File: config.mk
export PLATFORM = sky130hd
export DESIGN_NAME = bcd_hex_counter_flat
export DESIGN_NICKNAME = d
export VERILOG_FILES = /design/src/rtl/bcd_hex_counter_if.sv /design/src/rtl/bcd_hex_counter.sv /design/src/flat_wrapper.sv
export SDC_FILE = /design/constraint.sdc
export NUM_CORES = 1
export LEC_CHECK = 0
export CAP_MARGIN = 40
export CORE_MARGIN = 2
export CORE_UTILIZATION = 40
export CTS_CLUSTER_SIZE = 14
export DETAILED_ROUTE_END_ITERATION = 10
export GPL_ROUTABILITY_DRIVEN = 1
export GPL_TIMING_DRIVEN = 0
export PLACE_DENSITY_LB_ADDON = 0.15
export REMOVE_ABC_BUFFERS = 1
export SLEW_MARGIN = 10
export SYNTH_ARGS = -nofsm -noshare
export SYNTH_HDL_FRONTEND = slang
export SYNTH_SLANG_ARGS = --single-unit
File: constraint.sdc
create_clock -name key -period 1.8 [get_ports key]
set_clock_uncertainty 0.05 [all_clocks]
set_input_delay 0.18 -clock key [delete_from_list [all_inputs] [get_ports key]]
set_output_delay 0.18 -clock key [all_outputs]
set_load 0.02 [all_outputs]
File: src/rtl/bcd_hex_counter_if.sv
// bcd_hex_counter_if
// Bundles the digit inputs and the display/count outputs of bcd_hex_counter.
//   bcd_in     : three 4-bit digit codes ([3:0] digit 0, [7:4] digit 1, [11:8] digit 2)
//   count      : registered entry-position count
//   entry_open : high while count[1] == 0
//   seg0..seg2 : active-low 7-segment patterns (bit0=a .. bit6=g) for digits 0..2
// master modport drives bcd_in (stimulus side); slave modport is the counter/decoder.
interface bcd_hex_counter_if;
   logic [11:0] bcd_in;
   logic [1:0]  count;
   logic        entry_open;
   logic [6:0]  seg0;
   logic [6:0]  seg1;
   logic [6:0]  seg2;

   modport master (
      output bcd_in,
      input  count,
      input  entry_open,
      input  seg0,
      input  seg1,
      input  seg2
   );

   modport slave (
      input  bcd_in,
      output count,
      output entry_open,
      output seg0,
      output seg1,
      output seg2
   );
endinterface

File: src/rtl/bcd_hex_counter.sv
// bcd_hex_counter
// Push-button entry-position counter with three independent BCD to 7-segment decoders.
//   key   : sole clock; each rising edge advances count (wraps after COUNT_MAX)
//   rst_n : asynchronous active-low reset, forces count to 0
//   bus   : slave side of bcd_hex_counter_if (bcd_in in; count, entry_open, seg0..2 out)
// COUNT_MAX: terminal count, legal range 1..3.
module bcd_hex_counter #(
   parameter int unsigned COUNT_MAX = 2
) (
   input  logic               key,
   input  logic               rst_n,
   bcd_hex_counter_if.slave   bus
);

   logic [1:0] count_q;
   logic [1:0] count_d;

   // Any value at or above the terminal count reloads 0, so an out-of-range state
   // (e.g. 3 with COUNT_MAX=2) recovers on the next key edge.
   always_comb begin
      count_d = 2'd0;
      if (count_q < 2'(COUNT_MAX)) begin
         count_d = count_q + 2'd1;
      end
   end

   always_ff @(posedge key or negedge rst_n) begin
      if (!rst_n) begin
         count_q <= 2'd0;
      end else begin
         count_q <= count_d;
      end
   end

   // Active-low segments, bit0=a .. bit6=g. Codes 10..15 blank the digit.
   function automatic logic [6:0] seg_decode(input logic [3:0] digit);
      logic [6:0] seg;
      case (digit)
         4'd0:    seg = 7'b1000000;
         4'd1:    seg = 7'b1111001;
         4'd2:    seg = 7'b0100100;
         4'd3:    seg = 7'b0110000;
         4'd4:    seg = 7'b0011001;
         4'd5:    seg = 7'b0010010;
         4'd6:    seg = 7'b0000010;
         4'd7:    seg = 7'b1111000;
         4'd8:    seg = 7'b0000000;
         4'd9:    seg = 7'b0010000;
         default: seg = 7'b1111111;
      endcase
      return seg;
   endfunction

   always_comb begin
      bus.count      = count_q;
      bus.entry_open = ~count_q[1];
      bus.seg0       = seg_decode(bus.bcd_in[3:0]);
      bus.seg1       = seg_decode(bus.bcd_in[7:4]);
      bus.seg2       = seg_decode(bus.bcd_in[11:8]);
   end

endmodule

File: src/flat_wrapper.sv
// flat-port wrapper written by rule: the top's interface ports become plain ports
module bcd_hex_counter_flat 
#(
   parameter int unsigned COUNT_MAX = 2
)
  (key, rst_n, bus_bcd_in, bus_count, bus_entry_open, bus_seg0, bus_seg1, bus_seg2);
  bcd_hex_counter_if bus_i ();
  input  logic key;
  input  logic rst_n;
  input wire logic [$bits(bus_i.bcd_in)-1:0] bus_bcd_in;
  output wire logic [$bits(bus_i.count)-1:0] bus_count;
  output wire logic [$bits(bus_i.entry_open)-1:0] bus_entry_open;
  output wire logic [$bits(bus_i.seg0)-1:0] bus_seg0;
  output wire logic [$bits(bus_i.seg1)-1:0] bus_seg1;
  output wire logic [$bits(bus_i.seg2)-1:0] bus_seg2;
  assign bus_i.bcd_in = bus_bcd_in;
  assign bus_count = bus_i.count;
  assign bus_entry_open = bus_i.entry_open;
  assign bus_seg0 = bus_i.seg0;
  assign bus_seg1 = bus_i.seg1;
  assign bus_seg2 = bus_i.seg2;
  bcd_hex_counter #(.COUNT_MAX(COUNT_MAX)) u_core (.key(key), .rst_n(rst_n), .bus(bus_i));
endmodule
==> reports/results.tsv <==
stage	metric	value	unit
setup_path	startpoint_type	primary input	
pwr	finalPower	0.3920	mW
placed_design	post-place-ws	-0.5511	ns
cts	cts_setup_buffers	0	
cells_and_area	n_antenna_cell	0	
cts	root_buffer	clkbuf_4	
setup_path	worst-path-max-fanout	8	
setup_path	crit_family	buffers and inverters	
sta	maxSlewHeadroom	77.50	%
routing	wl_per_cell	10.28	µm
synthesis	synth_area	653.1	µm²
outcome	outcome	completed	
placed_design	place_congestion	0.8088	
placed_design	place_hpwl	1223	µm
job	drv_cap	0	
floorplanning	ios	38	
cts	clock_latency	0.23	ns
cells_and_area	largest_register_ffs	2	
setup_path	crit_type	primary input to primary output	
setup_path	crit_arrival	1.49	ns
grt	grt_use_total	15.86	%
placed_design	port_buffers	37	
routing	vias	727	
cells_and_area	n_fill_cell	142	
floorplanning	initial_core_util	42.86	%
cells_and_area	syn2layout_area_growth	54.41	%
synthesis	yosysSeqAreaShare	7.663	%
synthesis	ys_warn_count	0	
setup_path	cp_cell_sequence	clkdlybuf4s50_1 > inv_2 > mux2i_1 > mux2_2 > clkdlybuf4s15_2	
routing	drc	0	
floorplanning	num_rows	14	
floorplanning	dieArea	1972	µm²
sta	fmax	0.5817	GHz
sta	min_period	1.719	ns
routing	drt_pass1_iterations	4	
floorplanning	die_w	44.41	µm
setup_path	cp-end-kind	primary output	
sta	setup_violations	0	
cts	clockBufferDepth	2	
placed_design	dpl_cell_area	1022	µm²
cts	cts_max_level	1	
setup_path	required	1.57	ns
floorplanning	core	1524	µm²
sta	hold_viol_final	0	
cts	post_cts_resized	58	
cells_and_area	final_nets	165	
cells_and_area	drive_gt1_share	17.91	%
sta	rsz0062_at_grt	false	
synthesis	ys_seq_elements	2	
setup_path	critPathMaxStageDelay	0.60	ns
sta	worst-slew-pin-transition	0.3375	ns
grt	grt_overflow	0	
cells_and_area	design_area	1008	µm²
routing	antenna_left	0	
grt	grt_pass1_vias	591	
grt	grt_first_pass_wirelength	2408	µm
cts	holdBufCountCts	0	
floorplanning	fp.dieH	44.41	µm
routing	routed_via_density	4.847	
synthesis	synth_cell_types	22	
grt	antenna_found_initial	0	
synthesis	syn_inst	97	
cts	clock-sinks	2	
sta	setup_ws	0.08088	ns
routing	drt_iter0_drc	8	
pwr	peakVddDrop	0.3667	mV
pwr	leakagePower	0.5099	nW
worst_hold_path	hold_class	primary input to asynchronous set/reset pin	
cts	tritoncts	done	
sta	slew_violations	0	
routing	wirelength	1542	µm
grt	grt_max_degree	13	
setup_path	worst-path-buf-inv	3	
cts	clk_pin_slew	0.03	ns
pwr	power_density	388.7	nW/µm²
cts	cts_buffers	3	
synthesis	avgSynthCellArea	6.733	µm²
setup_path	critPathSlowestCell	clkdlybuf4s50_1	
sta	finalCritPeriodShare	95.51	%
[worst paths after layout]
check	endpoint	startpoint	slack (ns)	depth (start not counted)
max	bus_seg0[4]	bus_bcd_in[3]	0.08	5
max reg2reg	u_core.bus.count[1]$_DFF_PN0_	u_core.bus.count[0]$_DFF_PN0_	1.10	1
max in group asynchronous	u_core.bus.count[1]$_DFF_PN0_	rst_n	1.50	1
min reg2reg	u_core.bus.count[0]$_DFF_PN0_	u_core.bus.count[0]$_DFF_PN0_	0.40	1
min in group key	u_core.bus.count[0]$_DFF_PN0_	u_core.bus.count[0]$_DFF_PN0_	0.40	1
min	u_core.bus.count[0]$_DFF_PN0_	rst_n	0.07	1
[synthesized netlist by cell type]
master	number	share of area, %
o21ai_0	6	4.6
a31oi_1	5	4.8
or2_1	2	1.9
buf_6	1	1.7
xor2_1	1	1.3
dfrtp_1	2	7.7
mux2i_1	1	1.5
nand2_1	2	1.1
or2_0	1	0.96
a22oi_1	1	1.1
nor2_1	16	9.2
a211oi_1	1	1.1
inv_1	10	5.7
ha_1	15	29
inv_2	3	1.7
a21oi_1	12	9.2
buf_2	2	1.5
a21oi_2	1	1.3
nor2b_1	2	1.9
mux2_2	1	1.7
nand2b_1	9	8.6
o21ai_1	3	2.3
[metrics by stage]
stage | TNS [ns] | hold slack [ns] | cells | util, %
detailed placement | -8.111 | 0.3045 | 147 | 67.08
finish | 0 | 0.06549 | 150 | 66.17
global placement | -7.640 | 0.2992 | 147 | 67.08
global route | 0 | 0.05890 | 150 | 66.17
CTS | -0.04419 | 0.05698 | 150 | 66.58
floorplan | 0 | -0.1656 | 94 | -
[area by class of cell]
cell class | instances | area, µm² | area share (%)
multi-input combinational | 79 | 540.5 | 53.60
timing repair buffer | 37 | 326.6 | 32.38
sequential | 2 | 50.05 | 4.963
inverter | 13 | 48.80 | 4.839
clock buffer | 3 | 22.52 | 2.233
tap | 16 | 20.02 | 1.985
[routing by layer]
layer  vias to the layer above  wire length, µm  global-route usage, %
li1                        394                -                      -
met1                       309              711                  20.64
met2                        22              731                  27.35
met3                         2               80                  1.224
met4                         0               19                  5.455
met5                         -                0                      0
[kinds of logic (layout without fill, tap and decap cells)]
family	count (synthesis)	in the layout	synth area share [%]
flip-flops	2	2	7.663
buffers and inverters	16	53	10.73
adder cells (fa/ha/maj)	15	15	28.74
multiplexers	2	2	3.257
AO/OA/AOI/OAI	29	29	24.52
AND/OR/NAND/NOR	32	32	23.75
XOR/XNOR	1	1	1.341
[power breakdown]
part | leakage (nW) | switching, mW | internal (mW) | total [mW]
clock network | 0.0138 | 0.0285 | 0.0738 | 0.102
registers | 0.0239 | 0 | 0.0453 | 0.0453
logic | 0.472 | 0.144 | 0.101 | 0.244
total | 0.510 | 0.172 | 0.220 | 0.392
[cells in the final DEF (no fill, tap or decap)]
cell	n
a211oi_1	1
a21oi_1	10
a21oi_2	3
a22oi_1	1
a31oi_1	5
buf_2	5
clkbuf_2	3
clkbuf_4	3
clkdlybuf4s15_1	2
clkdlybuf4s15_2	5
clkdlybuf4s50_1	8
dfrtp_1	2
dlygate4sd2_1	12
dlymetal6s2s_1	2
ha_1	15
inv_1	9
inv_2	4
mux2_2	1
mux2i_1	1
nand2_1	2
nand2b_1	9
nor2_1	16
nor2b_1	2
o21ai_0	6
o21ai_1	3
or2_0	1
or2_1	2
xor2_1	1
No activity file was read; power rests on OpenSTA's default activity.
